<file path="config.mk">
export PLATFORM = sky130hd
export DESIGN_NAME = ddr3_arbiter
export DESIGN_NICKNAME = d
export VERILOG_FILES = /design/src/rtl/ddr3_pkg.sv /design/src/rtl/ddr3_refresh_timer.sv /design/src/rtl/ddr3_arbiter.sv
export SDC_FILE = /design/constraint.sdc
export NUM_CORES = 1
export LEC_CHECK = 0
export ABC_AREA = 1
export BUFFER_PORTS_ARGS = -buffer_cell sky130_fd_sc_hd__buf_2
export CAP_MARGIN = 20
export CORE_ASPECT_RATIO = 0.7
export CORE_MARGIN = 5
export CORE_UTILIZATION = 25
export DETAILED_ROUTE_END_ITERATION = 12
export PLACE_DENSITY = 0.54
export SYNTH_ARGS = -nofsm -noshare
export SYNTH_HDL_FRONTEND = slang
export SYNTH_SLANG_ARGS = --single-unit
</file>
<file path="constraint.sdc">
create_clock -name clk -period 2.8 [get_ports clk]
set_input_delay 0.14 -clock clk [delete_from_list [all_inputs] [get_ports clk]]
set_output_delay 0.14 -clock clk [all_outputs]
set_load 0.01 [all_outputs]
</file>
<file path="src/rtl/ddr3_pkg.sv">
// Shared types and constants for the DDR3 command arbiter.
package ddr3_pkg;

  typedef logic [25:0] ADDR;
  typedef logic [15:0] WORD;

  localparam int unsigned FREQ = 78_750_000;
  // Cycles per 7.813 us refresh interval, using whole MHz.
  localparam int unsigned REFRESH_COUNT = (FREQ / 1_000_000) * 7813 / 1000;

  typedef enum logic [1:0] {
    OP_RD,
    OP_WR,
    OP_REF
  } op_e;

  typedef enum logic [1:0] {
    S_IDLE,
    S_ISSUE,
    S_GUARD,
    S_WAIT
  } state_e;

endpackage

</file>
<file path="src/rtl/ddr3_refresh_timer.sv">
// Refresh interval timer: saturating counter, pending flag and refresh tally.
module ddr3_refresh_timer
  import ddr3_pkg::*;
#(
  parameter int unsigned INTERVAL = REFRESH_COUNT
) (
  input  logic        clk,
  input  logic        rst,
  input  logic        refresh_issued,
  output logic        refresh_pending,
  output logic [23:0] refresh_cnt
);

  // Saturation leaves room for at most two catch-up refreshes.
  localparam int unsigned SAT = 2 * INTERVAL - 2;
  localparam int unsigned TW  = $clog2(SAT + 1);

  logic [TW-1:0] timer;

  // Timer advance, refresh debit and pending flag.
  always_ff @(posedge clk) begin
    if (rst) begin
      timer           <= '0;
      refresh_pending <= 1'b0;
      refresh_cnt     <= '0;
    end else if (refresh_issued) begin
      timer           <= timer - TW'(INTERVAL);
      refresh_pending <= 1'b0;
      refresh_cnt     <= refresh_cnt + 24'd1;
    end else begin
      if (timer != TW'(SAT)) timer <= timer + TW'(1);
      if (timer == TW'(INTERVAL)) refresh_pending <= 1'b1;
    end
  end

endmodule

</file>
<file path="src/rtl/ddr3_arbiter.sv">
// Two-port round-robin arbiter with refresh scheduling in front of the DDR3 controller.
module ddr3_arbiter
  import ddr3_pkg::*;
#(
  parameter int unsigned ADDR_W        = $bits(ADDR),
  parameter int unsigned DATA_W        = $bits(WORD),
  parameter int unsigned REFRESH_COUNT = ddr3_pkg::REFRESH_COUNT
) (
  input  logic              clk,
  input  logic              rst,
  input  logic              p0_req,
  input  logic              p0_wr,
  input  logic [ADDR_W-1:0] p0_addr,
  input  logic [DATA_W-1:0] p0_din,
  output logic              p0_ack,
  output logic [DATA_W-1:0] p0_dout,
  output logic              p0_rvalid,
  input  logic              p1_req,
  input  logic              p1_wr,
  input  logic [ADDR_W-1:0] p1_addr,
  input  logic [DATA_W-1:0] p1_din,
  output logic              p1_ack,
  output logic [DATA_W-1:0] p1_dout,
  output logic              p1_rvalid,
  output logic [ADDR_W-1:0] ddr_addr,
  output logic [DATA_W-1:0] ddr_din,
  output logic              ddr_rd,
  output logic              ddr_wr,
  output logic              ddr_refresh,
  input  logic [DATA_W-1:0] ddr_dout,
  input  logic              ddr_data_ready,
  input  logic              ddr_busy,
  output logic [23:0]       refresh_cnt
);

  state_e            state, state_nxt;
  op_e               op, op_nxt;
  logic              last, last_nxt;
  logic              rd_seen, rd_seen_nxt;
  logic [ADDR_W-1:0] addr_nxt;
  logic [DATA_W-1:0] din_nxt, dout0_nxt, dout1_nxt;
  logic              rd_nxt, wr_nxt, ref_nxt;
  logic              ack0_nxt, ack1_nxt, rv0_nxt, rv1_nxt;
  logic              issue_ref, issue_port;
  logic              refresh_pending;

  ddr3_refresh_timer #(
    .INTERVAL(REFRESH_COUNT)
  ) u_timer (
    .clk            (clk),
    .rst            (rst),
    .refresh_issued (issue_ref),
    .refresh_pending(refresh_pending),
    .refresh_cnt    (refresh_cnt)
  );

  // State, command latch and registered outputs.
  always_ff @(posedge clk) begin
    if (rst) begin
      state       <= S_IDLE;
      op          <= OP_RD;
      last        <= 1'b1;
      rd_seen     <= 1'b0;
      ddr_addr    <= '0;
      ddr_din     <= '0;
      ddr_rd      <= 1'b0;
      ddr_wr      <= 1'b0;
      ddr_refresh <= 1'b0;
      p0_ack      <= 1'b0;
      p1_ack      <= 1'b0;
      p0_rvalid   <= 1'b0;
      p1_rvalid   <= 1'b0;
      p0_dout     <= '0;
      p1_dout     <= '0;
    end else begin
      state       <= state_nxt;
      op          <= op_nxt;
      last        <= last_nxt;
      rd_seen     <= rd_seen_nxt;
      ddr_addr    <= addr_nxt;
      ddr_din     <= din_nxt;
      ddr_rd      <= rd_nxt;
      ddr_wr      <= wr_nxt;
      ddr_refresh <= ref_nxt;
      p0_ack      <= ack0_nxt;
      p1_ack      <= ack1_nxt;
      p0_rvalid   <= rv0_nxt;
      p1_rvalid   <= rv1_nxt;
      p0_dout     <= dout0_nxt;
      p1_dout     <= dout1_nxt;
    end
  end

  // Arbitration, command sequencing and read-data return.
  always_comb begin
    state_nxt   = state;
    op_nxt      = op;
    last_nxt    = last;
    rd_seen_nxt = rd_seen;
    addr_nxt    = ddr_addr;
    din_nxt     = ddr_din;
    dout0_nxt   = p0_dout;
    dout1_nxt   = p1_dout;
    rv0_nxt     = 1'b0;
    rv1_nxt     = 1'b0;
    issue_ref   = 1'b0;
    issue_port  = 1'b0;

    case (state)
      S_IDLE: begin
        if (!ddr_busy) begin
          if (refresh_pending) begin
            issue_ref = 1'b1;
            op_nxt    = OP_REF;
          end else if (p0_req && (!p1_req || last)) begin
            issue_port = 1'b1;
            last_nxt   = 1'b0;
            op_nxt     = p0_wr ? OP_WR : OP_RD;
            addr_nxt   = p0_addr;
            din_nxt    = p0_din;
          end else if (p1_req) begin
            issue_port = 1'b1;
            last_nxt   = 1'b1;
            op_nxt     = p1_wr ? OP_WR : OP_RD;
            addr_nxt   = p1_addr;
            din_nxt    = p1_din;
          end
        end
      end
      S_ISSUE: state_nxt = S_GUARD;
      // Controller may not have raised busy yet, so it is not looked at here.
      S_GUARD: state_nxt = S_WAIT;
      S_WAIT: begin
        if (!ddr_busy && (op != OP_RD || rd_seen || ddr_data_ready)) state_nxt = S_IDLE;
      end
      default: state_nxt = S_IDLE;
    endcase

    if (issue_ref || issue_port) begin
      state_nxt   = S_ISSUE;
      rd_seen_nxt = 1'b0;
    end

    // First data strobe of an in-flight read goes back to the granted port.
    if (state != S_IDLE && op == OP_RD && ddr_data_ready && !rd_seen) begin
      rd_seen_nxt = 1'b1;
      if (last) begin
        rv1_nxt   = 1'b1;
        dout1_nxt = ddr_dout;
      end else begin
        rv0_nxt   = 1'b1;
        dout0_nxt = ddr_dout;
      end
    end

    rd_nxt   = issue_port && (op_nxt == OP_RD);
    wr_nxt   = issue_port && (op_nxt == OP_WR);
    ref_nxt  = issue_ref;
    ack0_nxt = issue_port && !last_nxt;
    ack1_nxt = issue_port && last_nxt;
  end

endmodule
</file>
==> results of run 1 <==
[placed cells by master, fill, tap and decap left out, drive strengths merged, types with 4 or more instances in the layout]
cell type / instances
nor3: 11
buf: 223
a21oi: 92
inv: 51
xor2: 8
clkbuf: 17
nor2: 147
o21ai: 63
dfxtp: 123
nand4: 10
nand2: 160
nand3: 58
dlygate4sd3: 16
bufinv: 4
clkinv: 4
ha: 10
[area by class of cell]
cell class / instances / area share
multi-input combinational: 575 / 0.357
sequential: 123 / 0.320
timing repair buffer: 239 / 0.171
clock buffer: 17 / 0.0553
tap: 282 / 0.0459
clock inverter: 15 / 0.0272
inverter: 47 / 0.0229
antenna: 1 / 0.000325
[worst paths after layout]
check | startpoint | to | slack (ns)
max | state[0]$_SDFFE_PP0P_ | p0_dout[0]$_SDFFE_PP0P_ | 0.76
min | ddr_dout[9] | p1_dout[9]$_SDFFE_PP0P_ | 0.02
max reg2reg | state[0]$_SDFFE_PP0P_ | p0_dout[0]$_SDFFE_PP0P_ | 0.76
min reg2reg | p0_dout[12]$_SDFFE_PP0P_ | p0_dout[12]$_SDFFE_PP0P_ | 0.46
[worst reg2reg max path, cell delays in order, from the launching register on]
cell,delay (ns)
dfxtp_1,0.40
inv_1,0.09
ha_1,0.27
nor3b_4,0.26
buf_4,0.35
nand2_2,0.31
nand2_1,0.15
a21oi_1,0.07
[per-layer routing]
metal	global-route usage	vias up
met4	0.0396	0
met1	0.183	2562
met5	0	-
met2	0.194	178
li1	-	3003
met3	0.0459	9
[metrics by stage]
stage           util  instances
2_1_floorplan      -        787
4_1_cts        0.351       1298
3_3_place_gp   0.315       1250
3_5_place_dp   0.315       1250
6_report       0.351       1299
5_1_grt        0.351       1299
[state kept, by name (all words and copies together) (netlist names), 2 cells and up]
| signal | count |
|---|---|
| ddr_addr | 26 |
| u_timer.refresh_cnt | 24 |
| ddr_din | 16 |
| p0_dout | 16 |
| p1_dout | 16 |
| u_timer.timer | 11 |
| op | 2 |
| state | 2 |
[cell usage after synthesis]
library cell	instances
a211oi_1	1
a21oi_1	92
a31oi_1	1
buf_1	1
buf_2	9
buf_4	9
buf_6	5
clkbuf_1	18
clkinv_1	2
dfxtp_1	123
ha_1	10
inv_1	42
inv_2	3
mux2i_1	1
nand2_1	155
nand2_2	5
nand3_1	55
nand3_2	3
nand3b_1	2
nand4_1	10
nor2_1	143
nor2_2	1
nor2_4	3
nor3_1	10
nor3_2	1
nor3b_1	2
nor3b_4	1
o211ai_1	1
o21a_1	1
o21ai_0	52
o21ai_1	10
o21ai_2	1
o31ai_2	1
or2_2	3
xnor2_1	2
xor2_1	8
[cells by family (layout without fill, tap and decap cells)]
kind of cell / after synthesis / after routing
and+or+nand+nor: 394 / 394
AOI/OAI and AO/OA: 160 / 160
DFF: 123 / 123
buffers and inverters: 89 / 318
adders and majority gates: 10 / 10
xor gates and xnor gates: 10 / 10
muxes: 1 / 1
other: 0 / 1
[where the power goes]
group          switching (W)  leakage (nW)  internal (W)
registers           0.000103          1.00       0.00194
clock network       0.000875         0.302       0.00151
logic               0.000713          2.18      0.000446
[timing repair]
action                                  in CTS  in global routing
gates resized for setup                      0                  0
hold buffers                                16                  0
endpoints found under the hold margin       20                  0
endpoints found under the setup margin       0                  0
==> summary.txt, run 1 <==
Io pins = 213
Kind of critical path = reg2reg
Cell family with most CP delay = simple AND/OR/NAND/NOR gates
Static Leakage = 3.48 nW
Crit path time final = 2.04 ns
WP data required = 3.06 ns
Layout area overhead = 37.2%
Peak supply drop = 372 uV
CTS Buffer Depth = 2
Mux cell area share after synthesis = 0.00178
Crit end category = flop
Die Ht = 135 um
Clock Skews = 0.0109 ns
Synth Area in XOR/XNOR = 0.0156
Outcome = complete, no violations
Std cell rows = 45
TritonCTS buffer count = 17
Fillers = 2360
Clk root buf = clkbuf_16
Gr ovfl total = 0
Ranking of synthesized cells by area = dfxtp_1, nand2_1, nor2_1, a21oi_1, nand3_1
Metal-1 WL = 8670 um
Fin worst setup slack = 0.758 ns
Post-layout net count = 1121
Worst-path clk slew = 0.06 ns
Initial antenna violation count = 1
Final Slew Violations = 0
Synth Area in Adders = 0.0223
Die Wd = 189 um
Vias in the first global route = 5313
All-Layer GR Usage = 0.132
Final wirelength = 17500 um
Syn. warnings = 0
Synthesized area = 5610 um^2
Met2 WL = 7460 um
Final non-filler cell area = 7690 um^2
Final setup violation count = 0
Vias per cell = 4.43
Core ar. = 21900 um^2
Peak Freq = 0.490 GHz
Antenna-violating nets left = 0
Share of post-route cells with drive strength above 1 = 0.274
CTS tree = yes
Largest stage delay, worst path = 0.40 ns
Buf+Inv Stages, Crit Path = 2
Worst-path cell chain = inv_1, ha_1, nor3b_4, buf_4, nand2_2, nand2_1, a21oi_1
Fin crit share = 0.729
Worst slack, placed = 0.761 ns
Share of the synthesized area in the top cell type = 0.439
Synthesized-area fraction occupied by and/or/nand/nor cells = 0.301
Syn Nets = 905
Worst-Skew Late Latency = 0.41 ns
Hold Fails Final Rpt = 0
DP Wirelength = 12600 um
Crit path max fanout = 33
Hold WS = 0.0247 ns
Syn Area/Cell = 7.13 um^2
Placed Area = 6900 um^2
CP max stage cell = dfxtp_1
Worst Tran Pin Value = 0.741 ns
Pre-antenna DRT Iters = 4
Final Total Pwr = 0.00559 W
WL/cell = 13.5 um
FF/Latch Area = 2460 um^2
Main combinational cell family by area after synthesis = simple AND/OR/NAND/NOR gates
Seq cells post-synth = 123
Critical Path Stages = 7
Remaining DRCs = 0
Initial core utilization = 0.256
Synth Area in Compound Gates = 0.146
First-pass GRT wire length = 27600 um
Sequential share of the synthesized area = 0.439
Synth cell types = 36
Worst Path Arrival = 2.30 ns
Die area = 25600 um^2
Hold path depth = 3
Max layer used = met4
Port Buffers = 212
Relative slew margins = 0.506
DRT iter0 DRCs = 318
Largest area contributor in the netlist = dfxtp_1
Startpoint Class = flop
Metal3 WL = 1290 um
Largest net degree at the start of global routing = 87
CTS Sinks = 123
# H-tree levels = 4
RePlAce Congestion = 0.817
Maxcap violations = 0
Total Neg Setup Slack = 0 ns
PwrDens = 726 nW/um^2
FF-to-FF path depth = 7
Hold Crit Class = in2reg
Post-Synthesis Cells = 787
Post-CTS setup buffer count = 0
Via count = 5752
RSZ-0062 raised after global routing = false
Area of the multi-input gates = 2750 um^2
(Power assumes the default switching activity.)
==> run 2, diff against run 1 <==
clock period = 2.05 ns   (was 2.8 ns; I/O delays follow)
==> run 2 against run 1 <==
Compared with the run above: cell area up 5.7%; via count up 4.4%; hold slack worse by 0.015 ns; combinational power up 47%; setup slack worse by 0.54 ns; first-iteration DRC count up 5.0%; sequential cell count unchanged; clock power up 34%; global-route usage up 0.65 points; critical endpoint is now p0_dout[8]$_SDFFE_PP0P_.
==> summary.txt, run 2 (synthesis gave the netlist of run 1 again) <==
Outcome = complete, no violations
PwrDens = 948 nW/um^2 (+31%)
Post-layout net count = 1165 (+3.9%)
GR Util met2 = 0.217 (+0.0228)
Die Ht = 135 um (unchanged)
Io pins = 213 (unchanged)
TritonCTS buffer count = 17 (unchanged)
Diodes inserted = 0 (-1)
Peak supply drop = 484 uV (+30%)
Crit end category = flop
First-pass GRT wire length = 28900 um (+5.0%)
Fillers = 2301 (-2.5%)
Met3 GRT Util = 0.0440 (-0.00180)
Non-Filler Instances = 1342 (+3.3%)
Initial antenna violation count = 0 (-1)
CTS Buffer Depth = 2 (unchanged)
Most frequent cells in the layout = buf_2, nand2_1, nor2_1
Peak Freq = 0.547 GHz (+12%)
Antenna-violating nets left = 0 (unchanged)
Worst-path clk slew = 0.06 ns (about the same)
CTS Sinks = 123 (unchanged)
RePlAce Congestion = 0.802 (-1.8%)
Die Wd = 189 um (unchanged)
RSZ-0062 raised after global routing = false
Share of post-route cells with drive strength above 1 = 0.266 (-0.00758)
Final wirelength = 18400 um (+4.8%)
Largest registers = ddr_addr (26), u_timer.refresh_cnt (24)
Maxcap violations = 0 (unchanged)
Hold Fails Final Rpt = 0 (unchanged)
Max reg flops = 26 (unchanged)
Layout area overhead = 45.0%
Placed Instances = 1255 (+0.40%)
DRT iter0 DRCs = 334 (+5.0%)
Static Leakage = 3.66 nW (+5.1%)
Std cell rows = 45 (unchanged)
Fin crit share = 0.892 (+0.163)
Post-CTS setup buffer count = 0 (unchanged)
# H-tree levels = 4 (unchanged)
Vias per cell = 4.48 (+1.1%)
Worst-Skew Late Latency = 0.42 ns (about the same)
Placed Area = 6950 um^2 (+0.73%)
Pre-antenna DRT Iters = 5 (+1)
Worst Path Arrival = 2.11 ns (-0.19 ns)
Die area = 25600 um^2 (unchanged)
Largest net degree at the start of global routing = 53 (-39%)
Busiest grt layer = met2
Clk root buf = clkbuf_16
Kind of critical path = reg2reg
Startpoint Class = flop
Final Slew Violations = 0 (unchanged)
WP data required = 2.33 ns (-0.73 ns)
Crit path time final = 1.83 ns (-0.212 ns)
Commonest non-fill, non-tap cell in the layout = buf_2
Core ar. = 21900 um^2 (unchanged)
WL/cell = 13.7 um (+1.4%)
Met1 Use GR = 0.187 (+0.00467)
Total Neg Setup Slack = 0 ns (unchanged)
Via count = 6007 (+4.4%)
Hold Crit Class = in2reg
Remaining DRCs = 0 (unchanged)
Hold WS = 0.00982 ns (-0.0149 ns)
All-Layer GR Usage = 0.139 (+0.00647)
Worst Tran Pin Value = 0.845 ns (+0.104 ns)
Largest register by flop count = ddr_addr
DP Wirelength = 12900 um (+2.3%)
Initial core utilization = 0.256 (unchanged)
Clock Skews = 0.00639 ns (-0.00450 ns)
Crit path max fanout = 17 (-48%)
Gr ovfl total = 0 (unchanged)
Final non-filler cell area = 8130 um^2 (+5.7%)
CTS tree = yes
Final setup violation count = 0 (unchanged)
Vias in the first global route = 5704 (+7.4%)
Relative slew margins = 0.433 (-0.0728)
Port Buffers = 212 (unchanged)
[run 2: changes by cell type in the layout (fill, tap and decap cells not counted), moves of 4 or more]
cell,change
dlygate4sd3_1,+39
buf_4,+4
inv_6,-5
clkbuf_1,+4
[run 2: final cells by class]
class	instances	area [um^2]	area share
tap	282	353	0.0434
sequential	123	2460	0.303
timing repair buffer	283	1760	0.216
inverter	47	176	0.0217
clock buffer	22	454	0.0559
clock inverter	10	165	0.0203
multi-input combinational	575	2760	0.339
[run 2: final timing paths]
path                                   from                         to  slack [ns]  cells after the start
hold reg to reg   ddr_addr[15]$_SDFFE_PP0P_  ddr_addr[15]$_SDFFE_PP0P_        0.46                      2
hold / removal                  p0_addr[25]  ddr_addr[25]$_SDFFE_PP0P_        0.01                      3
setup / recovery      state[0]$_SDFFE_PP0P_    p0_dout[8]$_SDFFE_PP0P_        0.22                      6
setup reg to reg      state[0]$_SDFFE_PP0P_    p0_dout[8]$_SDFFE_PP0P_        0.22                      6
[run 2: per-stage QoR]
step	total power [W]	util	setup slack, ns
floorplan	0.00388	-	0.417
finish	0.00771	0.371	0.221
detailed placement	0.00448	0.317	0.117
global placement	0.00447	0.317	0.187
global route	0.00816	0.371	0.00571
CTS	0.00780	0.371	0.120
[run 2: routing by layer]
metal | wire (um) | share of wire
met1 | 8900 | 0.48
met2 | 7990 | 0.43
met3 | 1320 | 0.072
met4 | 165 | 0.0090
met5 | 0 | 0
[run 2: what timing repair did]
action	4_1_cts	5_1_grt
gates resized for setup	0	4
endpoints found under the hold margin	71	0
setup endpoints to repair	0	9
hold buffers	55	0
[run 2: report_power, final]
part / internal (W) / total (W) / switching (W)
sequential: 0.00266 / 0.00280 / 0.000141
clock: 0.00207 / 0.00320 / 0.00113
combinational: 0.000695 / 0.00171 / 0.00102
total: 0.00542 / 0.00771 / 0.00229
[run 2: worst max-delay path, cell delays in order, from the launching register on]
cell,delay (ns)
dfxtp_1,0.40
inv_1,0.10
ha_2,0.24
nor3b_4,0.39
nand2_2,0.34
nand2_1,0.15
a21oi_1,0.08
==> run 3, diff against run 2 <==
==> constraint.sdc (replaced) <==
create_clock -name clk -period 2.05 [get_ports clk]
set_input_delay 0.205 -clock clk [delete_from_list [all_inputs] [get_ports clk]]
set_output_delay 0.205 -clock clk [all_outputs]
set_load 0.01 [all_outputs]
==> run 3 against run 2 <==
Compared with the run above: critical endpoint is now u_timer.refresh_cnt[14]$_SDFFE_PP0P_; sequential cell count unchanged; wire length fell by 5.5%; via count is 4.0% lower; setup slack better by 0.016 ns; largest cell class unchanged; core utilization fell by 2.7 points.
==> summary.txt, run 3 (synthesis gave the netlist of run 1 again) <==
Startpoint Class = flop
Most frequent cells in the layout = buf_2, nand2_1, nor2_1
Final Slew Violations = 0 (unchanged)
CTS Sinks = 123 (unchanged)
TritonCTS buffer count = 17 (unchanged)
DRT iter0 DRCs = 342 (+2.4%)
Final wirelength = 17400 um (-5.5%)
Fin crit share = 0.884 (-0.00797)
Largest stage delay, worst path = 0.35 ns (-0.05 ns)
Commonest non-fill, non-tap cell in the layout = buf_2
Layout area overhead = 34.3%
Placed Instances = 1252 (-0.24%)
Share of post-route cells with drive strength above 1 = 0.282 (+0.0156)
Initial antenna violation count = 1 (+1)
Hold WS = 0.0748 ns (+0.0650 ns)
Worst Path Arrival = 2.10 ns (about the same)
Clock power share = 0.387 (-0.028)
Hold Fails Final Rpt = 0 (unchanged)
First-pass GRT wire length = 27500 um (-5.0%)
RePlAce Congestion = 0.828 (+3.2%)
Relative slew margins = 0.522 (+0.0887)
All-Layer GR Usage = 0.132 (-0.00630)
Antenna-violating nets left = 0 (unchanged)
# H-tree levels = 4 (unchanged)
Std cell rows = 45 (unchanged)
Sequential Power Share = 0.386 (+0.023)
Final design utilization = 0.344 (-0.0274)
WP data required = 2.34 ns (about the same)
Worst hold path startpoint = ddr_dout[4]
Via count = 5765 (-4.0%)
Gr ovfl total = 0 (unchanged)
Non-Filler Instances = 1287 (-4.1%)
Crit end category = flop
Post-layout net count = 1111 (-4.6%)
Io pins = 213 (unchanged)
Placed Area = 6950 um^2 (about the same)
Worst-path cell chain = inv_1, ha_2, nand3_2, inv_1, nand3_2, nor2_4, nand2_1, xor2_1, nor2_1
Die Ht = 135 um (unchanged)
PwrDens = 959 nW/um^2 (+1.1%)
Switching Share = 0.307 (+0.0104)
Pre-antenna DRT Iters = 5 (unchanged)
Final setup violation count = 0 (unchanged)
Die Wd = 189 um (unchanged)
WL/cell = 13.5 um (-1.5%)
Power share of the combinational group = 0.227 (+0.005)
Hold Crit Class = in2reg
Peak supply drop = 585 uV (+21%)
Final non-filler cell area = 7530 um^2 (-7.4%)
FF-to-FF Start = state[0]$_SDFFE_PP0P_
Core ar. = 21900 um^2 (unchanged)
P_int = 0.00500 W (-7.8%)
Diodes inserted = 0 (unchanged)
Die area = 25600 um^2 (unchanged)
Remaining DRCs = 0 (unchanged)
Cell family with most CP delay = simple AND/OR/NAND/NOR gates
Kind of critical path = reg2reg
Max reg flops = 26 (unchanged)
Total Neg Setup Slack = 0 ns (unchanged)
Net Sw Power = 0.00222 W (-3.1%)
Buf+Inv Stages, Crit Path = 2 (+1)
RSZ-0062 raised after global routing = false
Largest register by flop count = ddr_addr
Crit path max fanout = 7 (-10)
Clock Skews = 0.0101 ns (+0.00368 ns)
Peak Freq = 0.552 GHz (+0.90%)
CP max stage cell = dfxtp_1
Worst-Skew Late Latency = 0.42 ns (about the same)
DP Wirelength = 12600 um (-2.7%)
Clk root buf = clkbuf_16
Vias in the first global route = 5354 (-6.1%)
Critical path origin = state[0]$_SDFFE_PP0P_
Outcome = complete, no violations
CTS Buffer Depth = 2 (unchanged)
Crit path time final = 1.81 ns (-0.0163 ns)
Largest registers = ddr_addr (26), u_timer.refresh_cnt (24)
Worst Tran Pin Value = 0.716 ns (-0.129 ns)
Vias per cell = 4.48 (about the same)
Maxcap violations = 0 (unchanged)
Worst-path clk slew = 0.06 ns (about the same)
# hold bufs at CTS = 0 (-100%)
Initial core utilization = 0.256 (unchanged)
Static Leakage = 3.41 nW (-6.8%)
Largest net degree at the start of global routing = 95 (+79%)
Port Buffers = 212 (unchanged)
CTS tree = yes
run 3: changes by cell type in the layout (fill, tap and decap cells not counted), sizes merged:
cell	change
dlygate4sd3	-55
bufinv	-3
clkinv	+3
clkbuf	-2
buf	+1
clkinvlp	+1
run 3: path summary, 6_finish.rpt:
check,end,slack (ns),cells past startpoint
min reg2reg,p1_dout[11]$_SDFFE_PP0P_,0.45,2
min,p0_dout[4]$_SDFFE_PP0P_,0.07,3
max,u_timer.refresh_cnt[14]$_SDFFE_PP0P_,0.24,9
max reg2reg,u_timer.refresh_cnt[14]$_SDFFE_PP0P_,0.24,9
run 3: routing by layer:
layer | track usage | vias up | part of all wire
met5 | 0 | - | 0.0010
met1 | 0.179 | 2557 | 0.48
met3 | 0.0464 | 18 | 0.083
li1 | - | 2987 | -
met4 | 0.0494 | 2 | 0.014
met2 | 0.194 | 201 | 0.42
run 3: per-stage QoR:
| step | total power (W) | worst slack, ns |
|---|---|---|
| 6_report | 0.00722 | 0.237 |
| 5_1_grt | 0.00768 | 0.0310 |
| 2_1_floorplan | 0.00388 | 0.417 |
| 3_3_place_gp | 0.00448 | 0.195 |
| 4_1_cts | 0.00735 | 0.160 |
| 3_5_place_dp | 0.00448 | 0.167 |
run 3: what timing repair did:
action	CTS	global route
resized for setup	0	2
setup endpoints to repair	0	5
hold endpoints to repair	0	0
setup buffers	0	4
run 3: cell type report:
type / instances / area, um^2
Clock buffer: 20 / 447
Clock inverter: 11 / 97.6
Fill cell: 2356 / 14400
Inverter: 47 / 176
Multi-Input combinational cell: 575 / 2750
Sequential cell: 123 / 2460
Tap cell: 282 / 353
Timing Repair Buffer: 229 / 1240
run 3: power groups by stage:
stage / Combinational, W / Clock [W] / Sequential [W]
finish: 0.00164 / 0.00279 / 0.00279
CTS: 0.00165 / 0.00291 / 0.00279
global route: 0.00185 / 0.00301 / 0.00282
global placement: 0.00165 / 0 / 0.00283
floorplan: 0.000933 / 0 / 0.00294
detailed placement: 0.00164 / 0 / 0.00284
run 3: worst reg2reg max path, stage by stage (launching register included):
cell and delay, ns:
dfxtp_1 0.35, inv_1 0.10, ha_2 0.23, nand3_2 0.18, inv_1 0.26, nand3_2 0.15, nor2_4 0.17, nand2_1 0.09
xor2_1 0.13, nor2_1 0.05
